===== src/rtl/fixed_pkg.sv =====
// Shared Q11.14 fixed-point definitions: widths, range limits and
// real-number conversion helpers.
package fixed_pkg;

    localparam int TOTAL_WIDTH   = 25;
    localparam int DECIMAL_WIDTH = 14;
    localparam int DIV_ITER      = TOTAL_WIDTH + DECIMAL_WIDTH + 1;

    typedef logic signed [TOTAL_WIDTH-1:0] fixed;

    localparam fixed FIXED_MAX = {1'b0, {(TOTAL_WIDTH-1){1'b1}}};
    localparam fixed FIXED_MIN = {1'b1, {(TOTAL_WIDTH-1){1'b0}}};

    function automatic real rtof(input fixed f);
        return real'(f) / (2.0 ** DECIMAL_WIDTH);
    endfunction

    // Rounds half away from zero so ftor(rtof(x)) == x.
    function automatic fixed ftor(input real r);
        real s;
        s = r * (2.0 ** DECIMAL_WIDTH);
        s = (s >= 0.0) ? s + 0.5 : s - 0.5;
        return fixed'($rtoi(s));
    endfunction

endpackage


===== src/rtl/fixed_div_seq.sv =====
// Sequential signed fixed-point divider: restoring division on magnitudes,
// one quotient bit per clock, then round-to-nearest and saturation.
module fixed_div_seq #(
    parameter int TOTAL_WIDTH   = fixed_pkg::TOTAL_WIDTH,
    parameter int DECIMAL_WIDTH = fixed_pkg::DECIMAL_WIDTH,
    parameter bit ROUND         = 1'b1
) (
    input  logic                   clk,
    input  logic                   reset,
    input  logic                   in_valid,
    output logic                   in_ready,
    input  logic [TOTAL_WIDTH-1:0] in_numerator,
    input  logic [TOTAL_WIDTH-1:0] in_denominator,
    output logic                   out_valid,
    input  logic                   out_ready,
    output logic [TOTAL_WIDTH-1:0] out_quotient,
    output logic                   out_overflow,
    output logic                   out_div_by_zero
);

    localparam int TW   = TOTAL_WIDTH;
    localparam int ITER = TOTAL_WIDTH + DECIMAL_WIDTH + 1;
    localparam int CW   = $clog2(ITER);

    localparam logic [ITER:0]  POS_LIMIT = {{(ITER-TW+2){1'b0}}, {(TW-1){1'b1}}};
    localparam logic [ITER:0]  NEG_LIMIT = {{(ITER-TW+1){1'b0}}, 1'b1, {(TW-1){1'b0}}};
    localparam logic [TW-1:0]  MAX_VAL   = {1'b0, {(TW-1){1'b1}}};
    localparam logic [TW-1:0]  MIN_VAL   = {1'b1, {(TW-1){1'b0}}};

    typedef enum logic [1:0] {IDLE, DIVIDE, FINISH, DONE} state_t;

    state_t            r_state, w_nextState;
    logic [TW-1:0]     r_denMag;
    logic [ITER-1:0]   r_dividend;
    logic [ITER-1:0]   r_quot;
    logic [TW:0]       r_rem;
    logic [CW-1:0]     r_count;
    logic              r_sign, r_numNeg, r_dbz;
    logic [TW-1:0]     r_quotient;
    logic              r_overflow, r_divByZero;

    logic [TW-1:0]     w_numAbs, w_denAbs, w_magLow, w_signed;
    logic [TW+1:0]     w_remShift, w_diff;
    logic              w_geq, w_denZero, w_satPos, w_satNeg;
    logic [ITER:0]     w_q2, w_mag;

    assign in_ready        = (r_state == IDLE);
    assign out_valid       = (r_state == DONE);
    assign out_quotient    = r_quotient;
    assign out_overflow    = r_overflow;
    assign out_div_by_zero = r_divByZero;

    // The most negative operand maps to 2^(TW-1), which still fits unsigned.
    assign w_numAbs  = in_numerator[TW-1]   ? (~in_numerator + 1'b1)   : in_numerator;
    assign w_denAbs  = in_denominator[TW-1] ? (~in_denominator + 1'b1) : in_denominator;
    assign w_denZero = (in_denominator == '0);

    // Sign bit of the trial subtraction doubles as the "remainder < divisor" flag.
    assign w_remShift = {r_rem, r_dividend[ITER-1]};
    assign w_diff     = w_remShift - {2'b00, r_denMag};
    assign w_geq      = ~w_diff[TW+1];

    assign w_q2     = {1'b0, r_quot};
    assign w_mag    = ROUND ? ((w_q2 + (ITER+1)'(1)) >> 1) : (w_q2 >> 1);
    assign w_satPos = ~r_sign & (w_mag > POS_LIMIT);
    assign w_satNeg =  r_sign & (w_mag > NEG_LIMIT);
    assign w_magLow = w_mag[TW-1:0];
    assign w_signed = r_sign ? (~w_magLow + 1'b1) : w_magLow;

    always_ff @(posedge clk) begin
        if (reset) r_state <= IDLE;
        else       r_state <= w_nextState;
    end

    always_comb begin
        w_nextState = r_state;
        case (r_state)
            IDLE:    if (in_valid) w_nextState = w_denZero ? FINISH : DIVIDE;
            DIVIDE:  if (r_count == '0) w_nextState = FINISH;
            FINISH:  w_nextState = DONE;
            DONE:    if (out_ready) w_nextState = IDLE;
            default: w_nextState = IDLE;
        endcase
    end

    always_ff @(posedge clk) begin
        if (reset) begin
            r_denMag    <= '0;
            r_dividend  <= '0;
            r_quot      <= '0;
            r_rem       <= '0;
            r_count     <= '0;
            r_sign      <= 1'b0;
            r_numNeg    <= 1'b0;
            r_dbz       <= 1'b0;
            r_quotient  <= '0;
            r_overflow  <= 1'b0;
            r_divByZero <= 1'b0;
        end else begin
            case (r_state)
                IDLE: begin
                    if (in_valid) begin
                        r_denMag   <= w_denAbs;
                        r_dividend <= {w_numAbs, {(DECIMAL_WIDTH+1){1'b0}}};
                        r_quot     <= '0;
                        r_rem      <= '0;
                        r_count    <= CW'(ITER-1);
                        r_sign     <= in_numerator[TW-1] ^ in_denominator[TW-1];
                        r_numNeg   <= in_numerator[TW-1];
                        r_dbz      <= w_denZero;
                    end
                end
                DIVIDE: begin
                    r_rem      <= w_geq ? w_diff[TW:0] : w_remShift[TW:0];
                    r_quot     <= {r_quot[ITER-2:0], w_geq};
                    r_dividend <= r_dividend << 1;
                    r_count    <= r_count - 1'b1;
                end
                FINISH: begin
                    // Divide by zero saturates toward the numerator's sign; 0/0 gives +max.
                    if (r_dbz) begin
                        r_quotient  <= r_numNeg ? MIN_VAL : MAX_VAL;
                        r_overflow  <= 1'b0;
                        r_divByZero <= 1'b1;
                    end else begin
                        r_divByZero <= 1'b0;
                        r_overflow  <= w_satPos | w_satNeg;
                        if (w_satPos)      r_quotient <= MAX_VAL;
                        else if (w_satNeg) r_quotient <= MIN_VAL;
                        else               r_quotient <= w_signed;
                    end
                end
                default: ;
            endcase
        end
    end

endmodule


===== config.mk =====
export PLATFORM = sky130hd
export DESIGN_NAME = fixed_div_seq
export DESIGN_NICKNAME = d
export VERILOG_FILES = /design/src/rtl/fixed_pkg.sv /design/src/rtl/fixed_div_seq.sv
export SDC_FILE = /design/constraint.sdc
export NUM_CORES = 1
export LEC_CHECK = 0
export CORE_AREA = 5 5 157 159
export DETAILED_ROUTE_END_ITERATION = 16
export DIE_AREA = 0 0 162 164
export GPL_ROUTABILITY_DRIVEN = 0
export GPL_TIMING_DRIVEN = 0
export PLACE_DENSITY = 0.61
export SLEW_MARGIN = 20
export SYNTH_ARGS = -nofsm -noshare
export SYNTH_HDL_FRONTEND = slang
export SYNTH_SLANG_ARGS = --single-unit

===== constraint.sdc =====
create_clock -name clk -period 4.4 [get_ports clk]
set_input_delay 1.1 -clock clk [delete_from_list [all_inputs] [get_ports clk]]
set_output_delay 1.1 -clock clk [all_outputs]
set_load 0.02 [all_outputs]

==> results of run 1 <==
sequential cells by signal (all words and copies together), names as in the netlist:
register         flops
r_count              6
out_quotient        25
r_dbz                1
r_quot              40
r_numNeg             1
r_state              2
r_rem               26
r_dividend          25
r_denMag            25
out_div_by_zero      1
r_sign               1
out_overflow         1
cell usage after synthesis (36+ instances only):
cell / count
sky130_fd_sc_hd__a21oi_1: 93
sky130_fd_sc_hd__a22oi_1: 42
sky130_fd_sc_hd__clkbuf_1: 65
sky130_fd_sc_hd__dfxtp_1: 154
sky130_fd_sc_hd__ha_1: 36
sky130_fd_sc_hd__inv_1: 48
sky130_fd_sc_hd__nand2_1: 172
sky130_fd_sc_hd__nand3_1: 37
sky130_fd_sc_hd__nor2_1: 122
sky130_fd_sc_hd__o21ai_0: 81
sky130_fd_sc_hd__xnor2_1: 50
sky130_fd_sc_hd__xor2_1: 59
power by group through the flow:
stage / Clock, mW / Sequential, mW / Combinational [mW]
5_1_grt: 1.55 / 1.75 / 2.50
3_5_place_dp: 0 / 1.76 / 2.22
6_report: 1.47 / 1.73 / 2.24
3_3_place_gp: 0 / 1.75 / 2.20
2_1_floorplan: 0 / 1.75 / 1.55
4_1_cts: 1.50 / 1.73 / 2.24
stage by stage:
| step | hold WS (ns) | setup TNS [ns] | setup slack (ns) |
|---|---|---|---|
| 2_1_floorplan | 0.427 | 0 | 0.843 |
| 3_3_place_gp | 0.435 | -0.443 | -0.199 |
| 3_5_place_dp | 0.443 | -0.507 | -0.216 |
| 4_1_cts | 0.452 | 0 | 0.215 |
| 5_1_grt | 0.470 | 0 | 0.000948 |
| 6_report | 0.451 | 0 | 0.187 |
cell type report:
| class | instances | area, um^2 |
|---|---|---|
| buffer | 86 | 362 |
| multi-input combinational | 1040 | 6500 |
| antenna | 1 | 2.50 |
| inverter | 50 | 188 |
| sequential | 154 | 3080 |
| clock buffer | 18 | 429 |
| clock inverter | 14 | 148 |
| timing repair buffer | 79 | 791 |
| tap | 290 | 363 |
| fill | 2269 | 11300 |
worst paths after layout:
check                         to  depth (start not counted)  slack [ns]
setup / recovery      r_state[0]                         10        0.19
hold / removal    r_dividend[27]                          2        0.45
setup reg to reg       r_rem[21]                         12        0.42
hold reg to reg   r_dividend[27]                          2        0.45
cell families after synthesis:
kind of cell / synth area share, %
AND/OR/NAND/NOR: 22.5
AO/OA/AOI/OAI: 25.3
multiplexers: 2.27
XOR/XNOR: 9.43
flip-flops: 30.4
adder cells (fa/ha/maj): 4.64
buffers and inverters: 5.42
worst max-delay path, delay by kind of cell:
family	cells	cell delay, ns
simple gates	7	2.65
buf+inv	1	0.48
mux	1	0.16
compound gates	1	0.12
layer usage:
layer  global-route usage [%]  vias up
li1                         -     4990
met3                     3.54       62
met2                     38.9      236
met1                     29.3     4816
met5                        0        -
met4                     7.69        0
==> results by group, run 1 <==
Finish
  • Final core occ: between 50% and 60%
  • Most used cells in the layout excluding fill and tap cells: sky130_fd_sc_hd__nand2_1, sky130_fd_sc_hd__dfxtp_1, sky130_fd_sc_hd__nor2_1
  • Ratio of cells with drive above 1 in the final layout: 4.51%
  • Area added between synthesis and finish: 17.1%
  • Number of nets at the end of the flow: 1519
  • Filler-free cell count of the finished design: around 1700
  • Summed area of non-filler cells in the final layout: 11900 um^2
  • Commonest non-fill, non-tap cell in the layout: sky130_fd_sc_hd__nand2_1

Global routing
  • Number of global-route vias before repair: 9639
  • Initial antenna violation count: 1
  • Wire length of the first global-routing pass: 49.3 mm
  • Largest net degree at the start of global routing: 17
  • Aggregate global routing overflow: 0
  • Tot GR Track Use: 22.7%

Power
  • Power share of the sequential group: 31.8%
  • Switching Power: roughly 2.2 mW
  • Part of the total power dissipated in combinational logic: 41.2%
  • Sw Share: roughly 41%
  • Leakage power total: 4.41 nW
  • Total power per unit cell area: 459 nW/um^2
  • Internal power: ~3.2 mW
  • Clock network fraction of total power: 27.0%
  • Total Power: 5.44 mW
  • Worst supply voltage drop on vdd: 0.224 mV

Synthesis
  • Distinct cell type count after synthesis: 73
  • Library cell with the largest summed area after synthesis: sky130_fd_sc_hd__dfxtp_1
  • Number of instances in the synthesized netlist: 1330
  • Sequential element share of the synthesized area: 30.4%
  • Synth warnings: 0
  • Flip-flop and latch count after synthesis: roughly 150
  • Top cell type's share of synthesized area: 30.4%
  • Mean cell area of the mapped netlist: 7.62 um^2
  • Dominant cells by area after synthesis: sky130_fd_sc_hd__dfxtp_1, sky130_fd_sc_hd__nand2_1, sky130_fd_sc_hd__xor2_1, sky130_fd_sc_hd__a21oi_1, sky130_fd_sc_hd__nor2_1
  • Flip-flop cell with the highest count after synthesis: sky130_fd_sc_hd__dfxtp_1
  • Number of flops mapped to enable cells by yosys: 0
  • Synthesized Nets: 1421
  • Area of the mapped netlist: 10100 um^2
  • Async S/R FF share, synth: 0%

Setup path
  • Kind of critical path: primary input to flip-flop
  • Crit path max-delay cell type: sky130_fd_sc_hd__or4_1
  • Critical path required time: 4.70 ns
  • Maximum cell stage delay along the critical path: roughly 0.54 ns
  • CP most frequent cell: sky130_fd_sc_hd__nor4_1
  • CP Capture Type: flip-flop
  • Worst flop-to-flop path startpoint: r_denMag[2]
  • CP cell instances: clkdlybuf4s50_1 > nor4_1 > nand3_1 > or4_1 > or3_1 > nor4_1 > nor2b_1 > a21oi_1 > mux2i_1 > nor2_1
  • Setup crit start kind: primary input
  • Launch point of the critical path: in_denominator[2]
  • Signal arrival time at the worst endpoint: 4.52 ns
  • Largest fanout on the critical path: 4

Clock tree
  • Maximum number of buffers from clock root to sink: 2
  • Number of buffers inserted during clock tree synthesis: 17
  • Sink Count: between 150 and 200
  • H-tree depth: 4
  • Post-CTS setup buffer count: 0
  • Clock-pin slew on the worst setup and hold paths: 0.06 ns
  • TritonCTS clock tree: yes
  • Later-pin clock latency in the skew report: 0.44 ns
  • Clk Tree Root Cell: sky130_fd_sc_hd__clkbuf_16
  • Post-cts sizing count: 0
  • CTS Hold Buffers Added: 0

Floorplan
  • Overall die height: between 150 and 200 um
  • Initial Util: 43.8%
  • Floorplan row count: 56
  • Core region area: approximately 23000 um^2
  • Die footprint: 26600 um^2
  • Die X: 162 um
  • I/O pin count: 83

STA
  • Final setup viols: 0
  • Fin. max-slew vios: 0
  • Unrepaired setup endpoints after global routing: no
  • Tightest slew margin relative to the limit: 43.8%
  • Slew of the pin with the lowest slew margin: 0.837 ns
  • Fmax: 237 MHz
  • Worst setup skew after layout: 0.0111 ns
  • Count of final hold-check violations: 0
  • Period minus WS final: ~4.2 ns
  • Period utilisation layout: between 90% and 100%

Route
  • Highest Signal Layer: met4
  • First-pass detailed-route iteration total: 5
  • Per-cell routed wire length: 17.4 um
  • Sum of met2 wire segment lengths after detailed routing: 14.5 mm
  • Met1 Routed Length: about 14 mm
  • Drt first-iter violations: 739
  • Count of vias placed by the detailed router: roughly 10000
  • # DRC: 0
  • Number of nets still failing antenna checks after routing: 0
  • Vias per inst: 5.83
  • Final Routed Wirelength: 30.2 mm
  • Met3 layer wire length in the routed design: roughly 1.3 mm

Flow run
  • Maximum capacitance violations: 0

Worst hold path
  • Worst hold start: r_dividend[27]
  • Hold/Removal Path Class: flip-flop to flip-flop

Placement
  • Cell Area, Placed: ~11000 um^2
  • Number of cells after detailed placement: 1699
  • Count of input and output buffers: 79
  • Half-perimeter wire length of the detailed placement result: roughly 23 mm

Status
  • Result of the run: finished clean
Power figures use the tool's default switching activity.
==> run 2, diff against run 1 <==
Settings changed: ABC_CLOCK_PERIOD_IN_PS from default to 4400, CAP_MARGIN from default to 20.
==> results of run 2 <==
Same layout as run 1: the final DEF is identical, and so are final timing and power.
==> RTL change 1 (flow settings as in run 1) <==
`DECIMAL_WIDTH`: 14 -> 12.
--- a/src/rtl/fixed_pkg.sv
+++ b/src/rtl/fixed_pkg.sv
@@ -4,5 +4,5 @@
 
     localparam int TOTAL_WIDTH   = 25;
-    localparam int DECIMAL_WIDTH = 14;
+    localparam int DECIMAL_WIDTH = 12;
     localparam int DIV_ITER      = TOTAL_WIDTH + DECIMAL_WIDTH + 1;
 
Formal check against the unedited RTL: no difference found for any inputs over 10 cycles, from zero or initial values and one cycle with reset high; that may be too few to reach the edited logic, so the function may still have changed.
==> RTL change 1 against run 1 <==
  * Wire length fell by 3.1%
  * Hold slack improved by 0.0017 ns
  * Sequential cell count fell by 2
  * Die area did not move
  * Area after synthesis increased by 0.78%
  * Power rose by 0.84%
  * Core utilization increased by 0.51 points
  * Setup slack gained 0.34 ns
  * Largest power group unchanged
  * Final area rose by 1.0%
==> RTL change 1: results (changes against run 1) <==
* Run status: completed
* Fillers at 2318 (+2.2%)
* Post-Synth Adder-Cell Area at 4.61% (-0.036 points)
* Average detailed-routed wire length per instance at 16.8 um (-3.6%)
* Maximum vdd ir drop at 234 uV (+4.4%)
* Slew at the pin closest to its max-slew limit at 0.869 ns (+0.0320 ns)
* Seq/Total Area, Yosys at 29.8% (-0.63 points)
* Number of instances in the synthesized netlist at 1339 (+0.68%)
* Routed wire length at 29300 um (-3.1%)
* Antenna Diode Count at 0 (-1)
* Flop2flop setup slack at 0.53 ns (+0.11 ns)
* Number of nets in the final layout at 1530 (+0.72%)
* Portion of netlist area occupied by mux cells at 3.05% (+0.78 points)
* Count of distinct cell types in the synthesized netlist at 77 (+5.5%)
* Ratio of cells with drive above 1 in the final layout at 5.30% (+0.79 points)
* Placed Cells incl. Taps at 1710 (+0.65%)
* Lkg Pwr at 4.47 nW (+1.4%)
* Met3 track utilization from global routing at 3.04% (-0.50 points)
* Count of port buffers added during placement at 81 (+2.5%)
* Fraction of the mapped netlist area in compound gates at 24.9% (-0.40 points)
* Top area cells in the synthesized netlist: sky130_fd_sc_hd__dfxtp_1 (30%), sky130_fd_sc_hd__nand2_1 (6.1%), sky130_fd_sc_hd__xor2_1 (5.4%)
* Total nets after synthesis at 1430 (+0.63%)
* Met2 wirelength from detailed routing at 12500 um (-14%)
* Post-layout minimum cycle time at 3.87 ns (-0.342 ns)
* Detailed route wirelength on metal3 at 1430 um (+11%)
* CP startpoint: r_dividend[37]
* Largest clock skew in the final design at 0.0124 ns (+0.00130 ns)
* Met2 layer usage reported by global route at 33.3% (-5.6 points)
* Crit path kind: reg -> reg
* Commonest cells post-synth: sky130_fd_sc_hd__nand2_1 (167), sky130_fd_sc_hd__dfxtp_1 (152), sky130_fd_sc_hd__nor2_1 (144)
## RTL change 1: changes by cell type after synthesis, sizes merged, moves of 6 or more
cell   before  now
a21oi      93   75
inv        48   54
mux2i      23   30
nor2      124  144
nor4       21   14
o21ai      83   96
o22ai      10    0
or3         6   19
## RTL change 1: worst max-delay path, stage by stage, from the launching register on
cell                       delay (ns)
sky130_fd_sc_hd__dfxtp_1         0.33
sky130_fd_sc_hd__inv_1           0.06
sky130_fd_sc_hd__ha_1            0.21
sky130_fd_sc_hd__fa_1            0.42
sky130_fd_sc_hd__nor2b_1         0.18
sky130_fd_sc_hd__o31a_1          0.18
sky130_fd_sc_hd__o21ai_0         0.16
sky130_fd_sc_hd__a311oi_2        0.51
sky130_fd_sc_hd__a211oi_1        0.14
sky130_fd_sc_hd__a211oi_1        0.51
sky130_fd_sc_hd__clkbuf_1        0.55
sky130_fd_sc_hd__nand2_1         0.28
sky130_fd_sc_hd__o21ai_0         0.26
## RTL change 1: area by class of cell
class	count	share of cell area, %
multi-input cells	1044	55.1
flip-flops and latches	152	25.4
clock buffers	17	3.55
inverters	54	1.69
plain buffers	89	3.08
repair buffers	81	6.77
well taps	290	3.03
clock inverters	15	1.40
## RTL change 1: how the worst min path moves through the flow
stage,from,end,slack (ns),depth (start not counted)
floorplan,r_denMag[24],r_denMag[24],0.43,2
global placement,r_dividend[15],r_dividend[15],0.44,2
detailed placement,r_dividend[25],r_dividend[25],0.45,2
CTS,r_dividend[14],r_dividend[14],0.46,2
global route,r_dividend[15],r_dividend[15],0.47,2
finish,r_dividend[25],r_dividend[25],0.45,2
## RTL change 1: where the power goes
group,leakage (nW),internal (mW),switching (mW)
sequential,1.24,1.60,0.135
clock,0.279,0.848,0.658
combinational,2.96,0.817,1.43
==> RTL change 2 (config.mk and constraints of run 1) <==
Without the edit above. The 4 states of `state_t` get a one-hot encoding in 4 bits.
--- a/src/rtl/fixed_div_seq.sv
+++ b/src/rtl/fixed_div_seq.sv
@@ -28,5 +28,5 @@
     localparam logic [TW-1:0]  MIN_VAL   = {1'b1, {(TW-1){1'b0}}};
 
-    typedef enum logic [1:0] {IDLE, DIVIDE, FINISH, DONE} state_t;
+    typedef enum logic [3:0] {IDLE = 4'b0001, DIVIDE = 4'b0010, FINISH = 4'b0100, DONE = 4'b1000} state_t;
 
     state_t            r_state, w_nextState;
Check against the original RTL: no difference found for any inputs over 10 cycles, from zero or initial values and one cycle with reset high; not proved beyond that.
==> RTL change 2 against run 1 <==
  * Global-route usage up 0.96 points
  * Sequential cell count up 2
  * Core utilization up 1.1 points
  * Die area unchanged
  * Clock skew down 0.0025 ns
  * Wire length up 5.2%
  * Non-clock buffer count up 14
  * Setup slack better by 0.22 ns
  * Largest cell class unchanged
  * Critical path type is now reg -> reg
  * Area after synthesis up 2.0%
  * Final area up 2.1%
Power is not compared: it rests on default switching activity, and its combinational part moved more than twofold at a synthesized area within 25%.
==> RTL change 2: results (changes against run 1) <==
* Run status: completed
* Crit-path slowest cell: sky130_fd_sc_hd__xnor2_2
* First-pass GRT wire length at 51300 um (+4.0%)
* Top area cells in the synthesized netlist: sky130_fd_sc_hd__dfxtp_1 (30%), sky130_fd_sc_hd__xnor2_1 (6.1%), sky130_fd_sc_hd__nand2_1 (5.9%)
* Number of nets in the final layout at 1542 (+1.5%)
* Critical-path maximum fanout at 10 (+6)
* Post-Synth Adder-Cell Area at 4.07% (-0.58 points)
* Reg clk slew, reported paths at 0.06 ns (about the same)
* Largest incremental delay on the critical path at 0.62 ns (+0.08 ns)
* Via-to-Cell Ratio at 5.83 (about the same)
* Count of distinct cell types in the synthesized netlist at 81 (+11%)
* DR vias at 10200 (+1.4%)
* Seq/Total Area, Yosys at 30.2% (-0.22 points)
* Number of instances in the synthesized netlist at 1356 (+2.0%)
* Post-cts resize count at 0 (unchanged)
* HPWL reported at the end of detailed placement at 23600 um (+2.1%)
* Largest clock skew in the final design at 0.00859 ns (-0.00250 ns)
* CP delay by family, top: compound AO/OA/AOI/OAI gates
* Number of antenna violations at the first check in global routing at 0 (-1)
* Portion of netlist area occupied by mux cells at 2.63% (+0.35 points)
* Total nets after synthesis at 1443 (+1.5%)
* Leading registers by flop count: r_quot: 40 flops, r_rem: 26 flops
* Bufs on Longest Clock Path at 2 (unchanged)
* Fraction of the mapped netlist area in compound gates at 23.3% (-2.0 points)
* Count of port buffers added during placement at 80 (+1.3%)
* Synthesis warning total at 0 (unchanged)
* Maximum vdd ir drop at about 240 uV
* Post-synthesis xor/xnor area fraction at 9.92% (+0.49 points)
* TritonCTS Buffers at 17 (unchanged)
* Total global-route track usage at 23.7% (+0.96 points)
* Placed Cells incl. Taps at 1726 (+1.6%)
* Iteration-0 DRC Markers at 745 (+0.81%)
* Fillers at 2296 (+1.2%)
* Vias in the first global route at 9657 (+0.19%)
* Arrival time reported for the critical path endpoint at 4.29 ns (-0.23 ns)
* Largest net degree at the start of global routing at 17 (unchanged)
* Ratio of cells with drive above 1 in the final layout at 6.48% (+2.0 points)
* Commonest cells post-synth: sky130_fd_sc_hd__nand2_1 (163), sky130_fd_sc_hd__dfxtp_1 (156), sky130_fd_sc_hd__a21oi_1 (120)
* Max-slew headroom at 32.3% (-12 points)
* Antenna Diode Count at 0 (-1)
* Average detailed-routed wire length per instance at 18.1 um (+3.7%)
-- RTL change 2: cell types whose count changed after synthesis, moves of 7 or more --
cell,change
sky130_fd_sc_hd__nand3_1,+41
sky130_fd_sc_hd__a21oi_1,+27
sky130_fd_sc_hd__a22oi_1,-23
sky130_fd_sc_hd__xnor2_1,+22
sky130_fd_sc_hd__nor2_1,-18
sky130_fd_sc_hd__xor2_1,-14
sky130_fd_sc_hd__o211ai_1,-12
sky130_fd_sc_hd__nand2_1,-9
sky130_fd_sc_hd__nand2b_1,-9
sky130_fd_sc_hd__nand4_1,+9
sky130_fd_sc_hd__o31ai_1,-8
sky130_fd_sc_hd__o41ai_1,+7
sky130_fd_sc_hd__or2_2,+7
-- RTL change 2: path summary, 6_finish.rpt --
check,depth (start not counted),slack (ns),end,from
worst max register to register,13,0.41,r_rem[5],r_dividend[39]
worst max-delay path,13,0.41,r_rem[5],r_dividend[39]
worst min-delay path,2,0.46,r_denMag[14],r_denMag[14]
worst min register to register,2,0.46,r_denMag[14],r_denMag[14]
-- RTL change 2: report_power, final --
group	switching, mW	leakage (nW)	internal [mW]
clock network	0.627	0.289	0.921
registers	0.0401	1.27	1.47
logic	0.398	2.70	0.254
-- RTL change 2: layout make-up --
cell class,count,area share (%)
inverter,49,1.52
clock buffer,21,3.80
multi-input combinational,1052,54.6
tap,290,3.00
timing repair buffer,80,6.61
buffer,99,3.55
sequential,156,25.8
clock inverter,10,1.17
-- RTL change 2: kinds of logic after synthesis --
logic type,after synthesis
fa+ha+maj,33
xor+xnor,117
compound gates,376
flops,156
buf+inv,148
simple gates,499
mux,27
-- RTL change 2: stage by stage --
| stage | util [%] | instance area (um^2) | hold slack (ns) | total power [mW] | setup WS [ns] |
|---|---|---|---|---|---|
| 2_1_floorplan | - | 10300 | 0.432 | 1.97 | 1.16 |
| 3_3_place_gp | 49.7 | 11500 | 0.440 | 2.18 | 0.158 |
| 3_5_place_dp | 49.7 | 11500 | 0.452 | 2.19 | 0.151 |
| 4_1_cts | 52.3 | 12100 | 0.464 | 3.71 | 0.113 |
| 5_1_grt | 52.4 | 12100 | 0.476 | 3.85 | 0.0571 |
| 6_report | 52.4 | 12100 | 0.460 | 3.71 | 0.411 |
-- RTL change 2: metal layers --
layer  share of wire, %  wire (um)  track usage [%]
met5                  0          0                0
met4                1.6        501             5.84
met3                5.8       1830             3.71
met2                 45      14300             38.1
met1                 48      15200             33.4
